<file path="config.mk">
export PLATFORM = sky130hd
export DESIGN_NAME = seven_seg_scanner
export DESIGN_NICKNAME = d
export VERILOG_FILES = /design/src/rtl/seven_seg_scanner_pkg.sv /design/src/rtl/seg7_hex_decoder.sv /design/src/rtl/seven_seg_scanner.sv
export SDC_FILE = /design/constraint.sdc
export NUM_CORES = 1
export LEC_CHECK = 0
export CELL_PAD_IN_SITES_DETAIL_PLACEMENT = 1
export CELL_PAD_IN_SITES_GLOBAL_PLACEMENT = 2
export CORE_ASPECT_RATIO = 1.75
export CORE_MARGIN = 2
export CORE_UTILIZATION = 36
export CTS_CLUSTER_SIZE = 20
export DETAILED_ROUTE_END_ITERATION = 7
export GPL_ROUTABILITY_DRIVEN = 0
export PLACE_DENSITY = 0.86
export SETUP_SLACK_MARGIN = 0.4
export SYNTH_ARGS = -nofsm -noshare
export SYNTH_HDL_FRONTEND = slang
export SYNTH_HIERARCHICAL = 1
export SYNTH_SLANG_ARGS = --single-unit
</file>
<file path="constraint.sdc">
create_clock -name clk -period 2.4 [get_ports clk]
set_input_delay 0.72 -clock clk [delete_from_list [all_inputs] [get_ports clk]]
set_output_delay 0.72 -clock clk [all_outputs]
set_load 0.02 [all_outputs]
</file>
<file path="src/rtl/seven_seg_scanner_pkg.sv">
// Purpose : shared constants and types for the seven-segment scanner.
// Latency : n/a (package only).
// Backpr. : n/a.
// Contents: segment table (active-low {g,f,e,d,c,b,a}), blank/off constants,
//           scanner FSM state type, default blanking length.
package seven_seg_scanner_pkg;

   localparam int         BLANK_CYCLES_DEF = 4;
   localparam logic [6:0] SEG_OFF          = 7'h7F;
   localparam logic [3:0] AN_OFF           = 4'hF;

   typedef enum logic {
      ST_BLANK = 1'b0,
      ST_DRIVE = 1'b1
   } scan_state_t;

   // Index is the hex value; glyphs 0-9, A, b, C, d, E, F.
   localparam logic [6:0] SEG_TABLE [16] = '{
      7'h40, 7'h79, 7'h24, 7'h30, 7'h19, 7'h12, 7'h02, 7'h78,
      7'h00, 7'h10, 7'h08, 7'h03, 7'h46, 7'h21, 7'h06, 7'h0E
   };

endpackage

</file>
<file path="src/rtl/seg7_hex_decoder.sv">
// Purpose : hex nibble to active-low seven-segment pattern.
// Latency : combinational.
// Backpr. : none.
// Ports   : hex_i - 4-bit value; seg_o - {g,f,e,d,c,b,a}, active-low.
module seg7_hex_decoder
   import seven_seg_scanner_pkg::*;
(
   input  logic [3:0] hex_i,
   output logic [6:0] seg_o
);

   assign seg_o = SEG_TABLE[hex_i];

endmodule

</file>
<file path="src/rtl/seven_seg_scanner.sv">
// Purpose : 4-digit multiplexed seven-segment driver with anode blanking,
//           leading-zero suppression and frame-aligned digit updates.
// Latency : refresh_count change at edge N -> anodes off after N+1 -> new
//           digit after N+1+BLANK_CYCLES; load commits at next 3->0 boundary.
// Backpr. : none; load is never refused, a newer load overwrites a pending one.
// Ports   : clk/rst_n (async active-low); refresh_count digit select;
//           digits_in/dp_in/load capture request; load_ack commit pulse;
//           an/seg/dp registered active-low display drives.
module seven_seg_scanner
   import seven_seg_scanner_pkg::*;
#(
   parameter int BLANK_CYCLES = BLANK_CYCLES_DEF,
   parameter bit LZ_SUPPRESS  = 1'b1
)
(
   input  logic        clk,
   input  logic        rst_n,
   input  logic [1:0]  refresh_count,
   input  logic [15:0] digits_in,
   input  logic [3:0]  dp_in,
   input  logic        load,
   output logic        load_ack,
   output logic [3:0]  an,
   output logic [6:0]  seg,
   output logic        dp
);

   localparam int CW = (BLANK_CYCLES < 1) ? 1 : $clog2(BLANK_CYCLES + 1);

   scan_state_t     state_q;
   logic [CW-1:0]   cnt_q;
   logic [1:0]      prev_q;
   logic [15:0]     act_dig_q, act_dig_d, pend_dig_q, pend_dig_d;
   logic [3:0]      act_dp_q, act_dp_d, pend_dp_q, pend_dp_d;
   logic            pend_q, pend_d;
   logic            ack_q, ack_d;
   logic [3:0]      an_q;
   logic [6:0]      seg_q;
   logic            dp_q;

   logic            change;
   logic            frame_bnd;
   logic            blanking;
   logic [3:0]      sup;
   logic [3:0]      cur_hex;
   logic [6:0]      dec_seg;

   assign change    = (refresh_count != prev_q);
   assign frame_bnd = (prev_q == 2'd3) && (refresh_count == 2'd0);
   // Outputs stay dark only while the counter is still short of the target,
   // so the digit appears on the same edge the FSM moves to DRIVE.
   assign blanking  = (state_q == ST_BLANK) && (cnt_q < CW'(BLANK_CYCLES));
   assign cur_hex   = act_dig_q[{prev_q, 2'b00} +: 4];

   seg7_hex_decoder u_dec (
      .hex_i (cur_hex),
      .seg_o (dec_seg)
   );

   // Suppression ripples down from the most significant digit; a lit
   // decimal point stops the ripple.
   always_comb begin
      sup[3] = LZ_SUPPRESS && (act_dig_q[15:12] == 4'd0) && !act_dp_q[3];
      sup[2] = sup[3] && (act_dig_q[11:8] == 4'd0) && !act_dp_q[2];
      sup[1] = sup[2] && (act_dig_q[7:4] == 4'd0) && !act_dp_q[1];
      sup[0] = 1'b0;
   end

   // Pending/active digit registers: active only moves at a frame boundary.
   always_comb begin
      act_dig_d  = act_dig_q;
      act_dp_d   = act_dp_q;
      pend_dig_d = pend_dig_q;
      pend_dp_d  = pend_dp_q;
      pend_d     = pend_q;
      ack_d      = 1'b0;
      if (frame_bnd && load) begin
         act_dig_d = digits_in;
         act_dp_d  = dp_in;
         pend_d    = 1'b0;
         ack_d     = 1'b1;
      end else if (frame_bnd && pend_q) begin
         act_dig_d = pend_dig_q;
         act_dp_d  = pend_dp_q;
         pend_d    = 1'b0;
         ack_d     = 1'b1;
      end else if (load) begin
         pend_dig_d = digits_in;
         pend_dp_d  = dp_in;
         pend_d     = 1'b1;
      end
   end

   always_ff @(posedge clk or negedge rst_n) begin
      if (!rst_n) begin
         prev_q     <= 2'd0;
         act_dig_q  <= '0;
         act_dp_q   <= '0;
         pend_dig_q <= '0;
         pend_dp_q  <= '0;
         pend_q     <= 1'b0;
         ack_q      <= 1'b0;
      end else begin
         prev_q     <= refresh_count;
         act_dig_q  <= act_dig_d;
         act_dp_q   <= act_dp_d;
         pend_dig_q <= pend_dig_d;
         pend_dp_q  <= pend_dp_d;
         pend_q     <= pend_d;
         ack_q      <= ack_d;
      end
   end

   // Scan FSM with registered display outputs.
   always_ff @(posedge clk or negedge rst_n) begin
      if (!rst_n) begin
         state_q <= ST_BLANK;
         cnt_q   <= '0;
         an_q    <= AN_OFF;
         seg_q   <= SEG_OFF;
         dp_q    <= 1'b1;
      end else begin
         if (blanking) begin
            an_q  <= AN_OFF;
            seg_q <= SEG_OFF;
            dp_q  <= 1'b1;
         end else begin
            an_q  <= ~(4'b0001 << prev_q);
            seg_q <= sup[prev_q] ? SEG_OFF : dec_seg;
            dp_q  <= ~act_dp_q[prev_q];
         end
         case (state_q)
            ST_BLANK: begin
               if (change) begin
                  cnt_q <= '0;
               end else if (cnt_q == CW'(BLANK_CYCLES)) begin
                  state_q <= ST_DRIVE;
               end else begin
                  cnt_q <= cnt_q + CW'(1);
               end
            end
            ST_DRIVE: begin
               if (change) begin
                  state_q <= ST_BLANK;
                  cnt_q   <= '0;
               end
            end
            default: begin
               state_q <= ST_BLANK;
               cnt_q   <= '0;
            end
         endcase
      end
   end

   assign an       = an_q;
   assign seg      = seg_q;
   assign dp       = dp_q;
   assign load_ack = ack_q;

endmodule

</file>
Yosys cells after proc, flatten, opt, wreduce, memory -nomap -nowiden
Memories as Yosys holds them, arrays and structs flattened. Index checks and enable logic that the tools add are counted. W data, S select, Z words.

Memories kept: 1. Logic and storage cells: 77. Output and inout bits: 13. Input port bits: 25. Flip-flop bits (word level): 60. ROM bits: 112.

Magnitude comparators: 3. Mux-type cells: 27. Add/subtract/negate cells: 1. Bitwise operators: 6. Eq/ne operators: 5. Reduce and logical (&&, ||, !) cells: 20. Shift-type cells: 2.

Memories: (no name shown) (words 16, bits a word 7, read ports 1, clocked after Yosys merged registers in 0, wr ports 0, line seg7_hex_decoder.sv:12) `assign seg_o = SEG_TABLE[hex_i];`.

Operators with widths (number): $mux W16 (2); $mux W7 (4); $shiftx A16 B5 Y4 (1); $logic_not A4 Y1 (3); $mux W4 (3); $mux W1 (11); $logic_and A1 B1 Y1 (9); $mux W3 (3); $pmux W3 S2 (1); $ge A5 B5 Y1 const B (1); $not A4 Y5 (1); $bmux W1 S2 (2); $not A1 Y1 (4); $not A4 Y4 (1); $shl A1 B2 Y4 const A (1); $add A3 B1 Y3 const B (1); $eq A3 B3 Y1 const B (1); $logic_not A1 Y1 (3); $lt A2 B3 Y1 const B (1); $lt A3 B3 Y1 const B (1); $ne A3 B3 Y1 const B (1); $reduce_and A3 Y1 (1); $reduce_bool A3 Y1 (1); $eq A2 B2 Y1 const B (1); other kinds (6) (6).

Longest topological paths before layout
Gate-level depths: netlist (run 1).

Depth in word-level cells: 10. Gate-level depth with buffers: 9. Mapped depth without buffers: 8.

Hierarchy
The synthesis (run 1) kept the hierarchy.

Modules (own cells, without submodules): seven_seg_scanner (cells an instance 220, area an instance 2608.8 um^2, instances 1, sequential area each 1516.5 um^2); seg7_hex_decoder (cells an instance 33, area an instance 269.0 um^2, instances 1, sequential area each 0.0 um^2).

Least setup slack after synthesis (run 1)
Ideal clock, no wire load.

Path kind: register -> register. Start point: reg prev_q[0]. End point: reg seg_q[3], in the netlist seg[3]. Arrival: 2061 ps. Data required time: 2317 ps. Setup time: 83 ps. Stages on the path, launching flop included: 9. Clock period less this slack: 2144 ps. Path slack: 256 ps. Buffers on the path: 1. Cells stage by stage: dfrtp_1 > buf_2 > mux4_2 > inv_1 > ha_1 > inv_1 > mux4_2 > nor2_1 > nand2_1.

Cells in the longest elaborated chain, start to end: 7. Elaborated cells on any way between the ends: 9. Classes of those cells: shift: 1; mux: 6; bitwise: 1; memory: 1.

Ends and longest elaborated chain: from (decl) (line seven_seg_scanner.sv:32) `logic [1:0] prev_q;`; from (signal assigned) (line seven_seg_scanner.sv:104) `prev_q <= refresh_count;`; $shiftx A16 B5 Y4 (line seven_seg_scanner.sv:53) `assign cur_hex = act_dig_q[{prev_q, 2'b00} +: 4];`; net cur_hex[0] (line seven_seg_scanner.sv:45) `logic [3:0] cur_hex;`; $not A4 Y5 (implied by the code) (line seg7_hex_decoder.sv:12); $mem_v2 Z16 W7; $mux W7 (implied by the code) (2 in series) (line seg7_hex_decoder.sv:12); net dec_seg[3] (line seven_seg_scanner.sv:46) `logic [6:0] dec_seg;`; $mux W7 (line seven_seg_scanner.sv:129) `seg_q <= sup[prev_q] ? SEG_OFF : dec_seg;`; $mux W7 (line seven_seg_scanner.sv:123) `if (blanking) begin`; to (signal assigned) (line seven_seg_scanner.sv:129); to (decl) (line seven_seg_scanner.sv:38) `logic [6:0] seg_q;`.

The timed path passes the listed nets, and every way through them passes these cells. The select of a mux whose other input is x is not followed. A chain may end at the register's enable or synchronous reset.

Final worst setup path (run 1)
Ends and elaborated chain as after synthesis.

==> results of run 1 <==
[how the worst min path moves through the flow]
stage | cells after the start | to | slack, ns | startpoint
6_report | 1 | pend_dig_q[7] | 0.37 | rst_n
5_1_grt | 1 | pend_dig_q[7] | 0.40 | rst_n
4_1_cts | 1 | act_dig_q[7] | 0.38 | rst_n
3_5_place_dp | 1 | pend_dig_q[15] | 0.49 | pend_dig_q[15]
3_3_place_gp | 1 | pend_dig_q[11] | 0.49 | pend_dig_q[11]
2_1_floorplan | 0 | act_dig_q[0] | 0.42 | rst_n
[final cells by class]
type / count / area [µm²] / share of cell area
clock buffers: 16 / 301.5 / 0.07980
inverters: 7 / 26.28 / 0.006954
repair buffers: 58 / 563.0 / 0.1490
multi-input cells: 169 / 1257 / 0.3328
flip-flops and latches: 60 / 1518 / 0.4017
well taps: 90 / 112.6 / 0.02980
[cell families (layout without fill, tap and decap cells)]
kind of cell | count (synthesis) | in the layout
flip-flops | 60 | 60
AND/OR/NAND/NOR | 52 | 52
buffers and inverters | 24 | 81
multiplexers | 32 | 32
XOR/XNOR | 3 | 3
AO/OA/AOI/OAI | 73 | 73
adder cells (fa/ha/maj) | 9 | 9
[critical path, cell delays in order, from the launching register on]
cell     delay [ns]
dfrtp_2        0.43
mux4_2         0.43
inv_2          0.07
buf_4          0.14
ha_1           0.21
mux4_2         0.46
nor2_2         0.09
nand2_1        0.06
[cells in the mapped netlist, drive strengths merged, types with 3 or more instances]
| library cell | n | area share |
|---|---|---|
| o21ai | 5 | 0.0087 |
| mux2 | 20 | 0.078 |
| nand2 | 14 | 0.021 |
| a21oi | 25 | 0.043 |
| dfrtp | 48 | 0.42 |
| mux2i | 6 | 0.021 |
| inv | 7 | 0.0091 |
| xnor2 | 3 | 0.0091 |
| ha | 9 | 0.039 |
| clkbuf | 7 | 0.0091 |
| dfstp | 12 | 0.11 |
| o22ai | 38 | 0.083 |
| nor2 | 24 | 0.031 |
| mux4 | 6 | 0.047 |
| buf | 10 | 0.023 |
[per-layer routing]
layer,routed length (µm),global-route usage,up-vias
met5,0,0,-
met2,4236,0.3368,37
li1,-,-,1041
met3,207,0.04269,17
met4,219,0.09434,0
met1,2755,0.1984,1131
[cells in the final DEF (no fill, tap or decap), drive strengths merged]
master and n:
dfrtp 48, o22ai 38, a21oi 25, clkdlybuf4s50 24, nor2 24, buf 21, mux2 20, clkbuf 17
nand2 14, dfstp 12, dlygate4sd2 12, ha 9, inv 7, mux4 6, mux2i 6, o21ai 5
xnor2 3, nor3 2, o211ai 2, nand3b 2, nand2b 2, and2 1, a31oi 1, nor4b 1
nand4 1, or4 1, a211o 1, or3b 1, or3 1, and4bb 1, nor4bb 1, a32o 1
[registers in the layout, indices dropped and copies added, names as in the netlist]
register    flops
act_dp_q        4
pend_dp_q       4
pend_q          1
act_dig_q      16
pend_dig_q     16
cnt_q           3
state_q         1
prev_q          2
load_ack        1
dp              1
an              4
seg             7
[metrics by stage]
stage	instances	util
2_1_floorplan	253	-
3_3_place_gp	376	0.4328
3_5_place_dp	376	0.4328
4_1_cts	396	0.4732
5_1_grt	400	0.4810
6_report	400	0.4810
[timing repair]
item,CTS,global route
setup buffers,4,3
pin swaps,0,4
resized for setup,13,7
cloned,0,1
endpoints found under the setup margin,15,40
[report_power, final]
part / switching [W] / total, W / internal [W] / leakage [nW]
combinational: 0.000370 / 0.000776 / 0.000406 / 0.687
clock: 0.000430 / 0.00127 / 0.000840 / 0.149
sequential: 0.000157 / 0.00132 / 0.00116 / 0.697
==> impl_metrics.ini, run 1 <==
[critical_path]
endpoint_kind = flip-flop
crit_fanout = 6
r2r_start = prev_q[0]
path_class = flip-flop to flip-flop
cp-endpoint = seg[3]
worstPathRequired_ns = 2.65
r2r_slack_ns = 0.42
reg2reg_depth = 7
startpoint_type = flip-flop
cp-startpoint = prev_q[0]
reg2reg_to = seg[3]
arrival_ns = 2.23

[cells_and_area]
drive_gt1_frac = 0.2774
diodes = 0
area_growth_pct = 31.30
final_nets = 339
filler_cell_count = 830
final_area_um2 = 3779

[synthesis]
ys_async_sr_fraction = 1.000
synthAdderAreaFrac = 0.03913
synth_top_family_by_area = compound AO/OA/AOI/OAI gates
ys.flop_type = dfrtp_1
syn-num-nets = 287
syn_inst = 253
synth-simple-area-share = 0.08826
synth_compound_area_frac = 0.1487
synthMuxAreaShare = 0.1461
syn_area_per_cell_um2 = 11.37
ys_ff_latch = 60
yosysSeqAreaShare = 0.5270
synth_xor_area_frac = 0.009130
synth_area_um2 = 2878
ys_warn_count = 6
ys_types = 34
synth_edf_count = 0

[drt]
drt-total-wl_um = 7418
ant_nets = 0
drc_errors = 0
drtPass1Iterations = 4
via_per_inst = 5.565
avgRoutedWirePerCell_um = 18.55
detail_route.iter0.violations = 60
vias = 2226

[cts]
holdBufCountCts = 0
htree_levels = 3
path_clk_slew_ns = 0.05
cts_tree = done
ctsLongestPathBuffers = 2
insertion_delay_ns = 0.33
clock_sinks = 60
numCtsBuffers = 9
root_buffer = clkbuf_16

[timing]
grt_setup_unrepaired = yes
setup_viol = 0
worst_slew_margin_rel = 0.5166
tightestPinTransition_ns = 0.7224
final.setup.tns_ns = 0
post-route-min-period_ns = 1.977
max_clock_freq_mhz = 505.8
setup_ws_ns = 0.4230
whs_ns = 0.3663
hold_violations = 0
fin_crit_sh = 0.8237
drv_slew = 0
clock-skew-final_ns = 0.003855

[floorplan]
start_util = 0.3664
die-area_um2 = 8753
die_y_um = 122.3
pin_count = 38
coreArea_um2 = 7855
die_w_um = 71.59
num_rows = 43

[place]
dp_slack_ns = 0.1130
portBuffers = 37
hpwl_um = 5225
postPlaceCellArea_um2 = 3400

[global_routing]
overflow = 0
grtUsageTotal = 0.1862
grt_max_degree = 23
grt_first_pass_wirelength_um = 12300
antenna_found_initial = 0
grt_pass1_vias = 2381

[min_path]
hp-class = input port to asynchronous set/reset pin

[power_and_ir_drop]
power_w = 0.003367
power_density_nw_per_um2 = 891.1
peakVddDrop_uv = 478.5
leakage_nw = 1.533

[job]
drv_cap = 0

[status]
status = completed
Note: power is estimated with default switching activity, not from simulation.
==> run 2, diff against run 1 <==
- clock period: 2.4 -> 1.9 ns (I/O delays scaled with it)
==> run 2 against run 1 <==
Net effect: the flow now finishes with violations (setup timing); power rose by 36%; sequential share of layout area shrank 4.1 points; cell count up 4.5%; maximum frequency down 1.2%; critical path type unchanged.
==> impl_metrics.ini, run 2 (same netlist as run 1, synthesis figures left out) <==
[critical_path]
r2r_slack_ns = -0.10
worstPathRequired_ns = 2.15
path_class = flip-flop to flip-flop
r2r_start = prev_q[0]
reg2reg_to = seg[3]
endpoint_kind = flip-flop
arrival_ns = 2.25
crit_fanout = 5
startpoint_type = flip-flop
reg2reg_depth = 7

[cells_and_area]
final_area_um2 = 4203
area_growth_pct = 46.04
drive_gt1_frac = 0.4268
finalNonFillerCells = 418
filler_cell_count = 801
multi_input_area_um2 = 1429
final_nets = 357
mostFrequentLayoutCells = dfrtp_1, a21oi_1, buf_4
mostFrequentLayoutCell = dfrtp_1
diodes = 0
seq_area_um2 = 1518

[cts]
holdBufCountCts = 0
clock_sinks = 60
path_clk_slew_ns = 0.05
insertion_delay_ns = 0.33
numCtsBuffers = 9
ctsLongestPathBuffers = 2
htree_levels = 3
root_buffer = clkbuf_16
cts_tree = done

[power_and_ir_drop]
power_w = 0.004595
power_density_nw_per_um2 = 1093
peakVddDrop_uv = 706.5
leakage_nw = 1.733

[floorplan]
coreArea_um2 = 7855
pin_count = 38
die-area_um2 = 8753
die_y_um = 122.3
die_w_um = 71.59
num_rows = 43
start_util = 0.3664

[place]
dpl.cell_count = 390
hpwl_um = 5388
postPlaceCellArea_um2 = 3517
portBuffers = 37

[global_routing]
grtUsageMet1 = 0.1872
antenna_found_initial = 0
grt_max_degree = 51
grt_pass1_vias = 2628
grt_use_met3 = 0.04351
grtUsageTotal = 0.1955
busiest_layer = met2
met2_usage = 0.3692
grt_first_pass_wirelength_um = 12720
overflow = 0

[drt]
via_per_inst = 5.842
ant_nets = 0
avgRoutedWirePerCell_um = 22.37
detail_route.iter0.violations = 141
drc_errors = 0
drtPass1Iterations = 4
vias = 2442
drt-total-wl_um = 9352

[timing]
max_clock_freq_mhz = 499.9
fin_crit_sh = 1.053
grt_setup_unrepaired = yes
setup_ws_ns = -0.1002
drv_slew = 0
final.setup.tns_ns = -0.4660
whs_ns = 0.1076
clock-skew-final_ns = 0.008207
post-route-min-period_ns = 2.000
setup_viol = 7
tightestPinTransition_ns = 0.6417
hold_violations = 0
worst_slew_margin_rel = 0.5706

[min_path]
hp-class = input port to asynchronous set/reset pin

[job]
drv_cap = 0

[status]
status = complete, but fails checks
violations = setup timing
==> run 2: changes by cell type in the layout (fill, tap and decap cells not counted), moves of 4 or more <==
cell and delta:
buf_6 +17, o22ai_1 -17, o22ai_2 +16, dlygate4sd2_1 -10
buf_4 +7, ha_1 -4
==> run 2: worst max path at each step <==
stage	slack, ns	start	endpoint	cells after the start
after floorplan	-0.1	prev_q[0]	seg[3]	8
after global placement	-0.17	refresh_count[1]	act_dig_q[12]	6
after detailed placement	-0.25	refresh_count[0]	act_dig_q[1]	6
after CTS	-0.07	prev_q[0]	seg[3]	7
after global routing	-0.19	prev_q[0]	seg[5]	8
final	-0.10	prev_q[0]	seg[3]	7
==> run 2: per-stage QoR <==
stage	util	setup slack, ns
floorplan	-	-0.09556
finish	0.5350	-0.1002
detailed placement	0.4478	-0.2511
global route	0.5350	-0.1917
global placement	0.4478	-0.1749
CTS	0.4959	-0.06780
==> run 2: final cells by class <==
cell class	instances	share of cell area
clock buffers	15	0.06847
clock inverters	1	0.001191
inverters	7	0.006252
multi-input cells	169	0.3400
flip-flops and latches	60	0.3611
well taps	90	0.02679
repair buffers	76	0.1962
==> run 2: power breakdown <==
group	total, W	internal (W)	switching [W]
clock	0.00158	0.00102	0.000558
combinational	0.00133	0.000719	0.000609
sequential	0.00169	0.00147	0.000216
total	0.00459	0.00321	0.00138
==> run 2: layer usage <==
metal	wire length [µm]	share of wire	vias up
li1	-	-	1072
met1	3143	0.34	1249
met2	5382	0.58	81
met3	337	0.036	40
met4	488	0.052	0
met5	0	0	-
==> run 2: worst max-delay path: stages, from the launching register on <==
cell	delay (ns)
dfrtp_2	0.45
mux4_2	0.60
inv_2	0.12
ha_4	0.14
inv_2	0.03
mux4_2	0.45
nor2_2	0.09
nand2_1	0.05
==> run 2: what timing repair did <==
item	4_1_cts	5_1_grt
resized for setup	88	35
pin swaps	5	2
endpoints found under the setup margin	60	60
hold endpoints to repair	0	0
cloned	0	6
setup buffers	5	1
==> run 3, diff against run 2 <==
- CORE_ASPECT_RATIO: 1.75 -> 1.25
- CTS_CLUSTER_DIAMETER: unset -> 40
- REMOVE_ABC_BUFFERS: unset -> 1
==> run 3 against run 2 <==
Net effect: the run still ends with setup timing left; critical path type unchanged; maximum frequency rose by 1.6%; sequential power fell by 2%; clock power fell by 23%.
==> impl_metrics.ini, run 3 (same netlist as run 1, synthesis figures left out) <==
[drt]
vias = 2376
via_per_inst = 5.577
drc_errors = 0
drtPass1Iterations = 5
drt-total-wl_um = 8612
ant_nets = 0
detail_route.iter0.violations = 82
avgRoutedWirePerCell_um = 20.22

[critical_path]
path_class = flip-flop to flip-flop
arrival_ns = 2.25
crit_buf_inv = 2
crit_fanout = 5
critPathSlowestCell = mux4_2
cpLargestDelayFamily = multiplexers
endpoint_kind = flip-flop
crit_chain = mux4_2 -> inv_2 -> ha_1 -> inv_2 -> mux4_2 -> nor2_1 -> nand2_1
max_stage_delay_ns = 0.59
worstPathRequired_ns = 2.18
startpoint_type = flip-flop

[cts]
root_buffer = clkbuf_8
cts_tree = done
path_clk_slew_ns = 0.07
clock_sinks = 60
htree_levels = 3
holdBufCountCts = 0
numCtsBuffers = 9
insertion_delay_ns = 0.36
ctsLongestPathBuffers = 2

[power_and_ir_drop]
peakVddDrop_uv = 691.1
leakage_nw = 1.718
power_frac_clock = 0.291
power_w = 0.004156
pwr-share-comb = 0.312
p_seq_frac = 0.397
netSwitchingPower_w = 0.001304
p_int_w = 0.002852
p_sw_frac = 0.3137
power_density_nw_per_um2 = 998.4

[cells_and_area]
mostFrequentLayoutCells = dfrtp_1, buf_4, nor2_1
final_area_um2 = 4163
drive_gt1_frac = 0.4471
multi_input_area_um2 = 1461
mostFrequentLayoutCell = dfrtp_1
area_growth_pct = 44.65
final_nets = 360
seq_area_um2 = 1519
diodes = 0
filler_cell_count = 823

[timing]
final.setup.tns_ns = -0.08204
setup_ws_ns = -0.06867
tightestPinTransition_ns = 0.6235
drv_slew = 0
clock-skew-final_ns = 0.01212
post-route-min-period_ns = 1.969
fin_crit_sh = 1.036
worst_slew_margin_rel = 0.5828
setup_viol = 3
max_clock_freq_mhz = 508.0
grt_setup_unrepaired = yes
hold_violations = 0

[global_routing]
grt_max_degree = 61
grtUsageMet1 = 0.1906
antenna_found_initial = 0
grtUsageTotal = 0.1742
met2_usage = 0.3040
grt_first_pass_wirelength_um = 11870
grt_use_met3 = 0.05556
grt_pass1_vias = 2379
overflow = 0
busiest_layer = met2

[place]
portBuffers = 37
postPlaceCellArea_um2 = 3551
hpwl_um = 4893

[status]
status = complete, but fails checks
violations = setup timing

[min_path]
hp-class = input port to asynchronous set/reset pin

[floorplan]
start_util = 0.3693
pin_count = 38
die_w_um = 83.97
num_rows = 36
die_y_um = 104.0
die-area_um2 = 8730
coreArea_um2 = 7792

[job]
drv_cap = 0
-- run 3: cell types whose count changed in the layout (fill, tap and decap cells not counted), sizes merged --
| cell | before | now |
|---|---|---|
| bufinv | 0 | 1 |
| clkinv | 1 | 3 |
| clkbuf | 19 | 15 |
| buf | 49 | 53 |
-- run 3: per-layer routing --
layer | up-vias | wire (µm)
met5 | - | 0
met4 | 0 | 302
met3 | 29 | 327
met2 | 61 | 4869
met1 | 1204 | 3113
li1 | 1082 | -
-- run 3: final cells by class --
type	count	share of cell area
Inverter	7	0.006312
Clock inverter	4	0.01172
Timing Repair Buffer	79	0.2002
Sequential cell	60	0.3649
Tap cell	95	0.02855
Multi-Input combinational cell	169	0.3511
Clock buffer	12	0.03727
-- run 3: repair_timing --
action | 4_1_cts | 5_1_grt
pin swaps | 2 | 4
cloned | 0 | 4
resized for setup | 91 | 45
setup buffers | 2 | 5
endpoints found under the setup margin | 60 | 59
-- run 3: power groups by stage --
stage | registers (W) | logic (W) | clock network [W]
after global placement | 0.00163 | 0.00104 | 0
after floorplan | 0.00161 | 0.000621 | 0
after detailed placement | 0.00164 | 0.00108 | 0
final | 0.00165 | 0.00130 | 0.00121
after CTS | 0.00162 | 0.00114 | 0.00123
after global routing | 0.00167 | 0.00141 | 0.00130
-- run 3: final timing paths --
path	startpoint	end	slack [ns]	cells after the start
hold / removal	rst_n	act_dig_q[3]	0.20	2
hold reg to reg	pend_dig_q[15]	pend_dig_q[15]	0.50	1
setup reg to reg	prev_q[0]	seg[3]	-0.07	7
min in group clk	pend_dig_q[15]	pend_dig_q[15]	0.50	1
max in group asynchronous	rst_n	an[0]	1.39	2
setup / recovery	prev_q[0]	seg[3]	-0.07	7
-- run 3: worst reg2reg max path, delay by kind of cell, from the launching register on --
kind	cells	cell delay [ns]
simple gates	2	0.16
mux	2	1.03
flops	1	0.42
fa+ha+maj	1	0.14
buf+inv	2	0.15
-- run 3: metrics by stage --
| step | worst slack [ns] | hold slack, ns | util | cells |
|---|---|---|---|---|
| finish | -0.06867 | 0.2048 | 0.5342 | 426 |
| floorplan | -0.2799 | 0.2744 | - | 236 |
| global route | -0.1552 | 0.2152 | 0.5342 | 426 |
| global placement | -0.1483 | 0.4835 | 0.4557 | 399 |
| CTS | -0.06179 | 0.2179 | 0.4902 | 417 |
| detailed placement | -0.2010 | 0.4909 | 0.4557 | 399 |
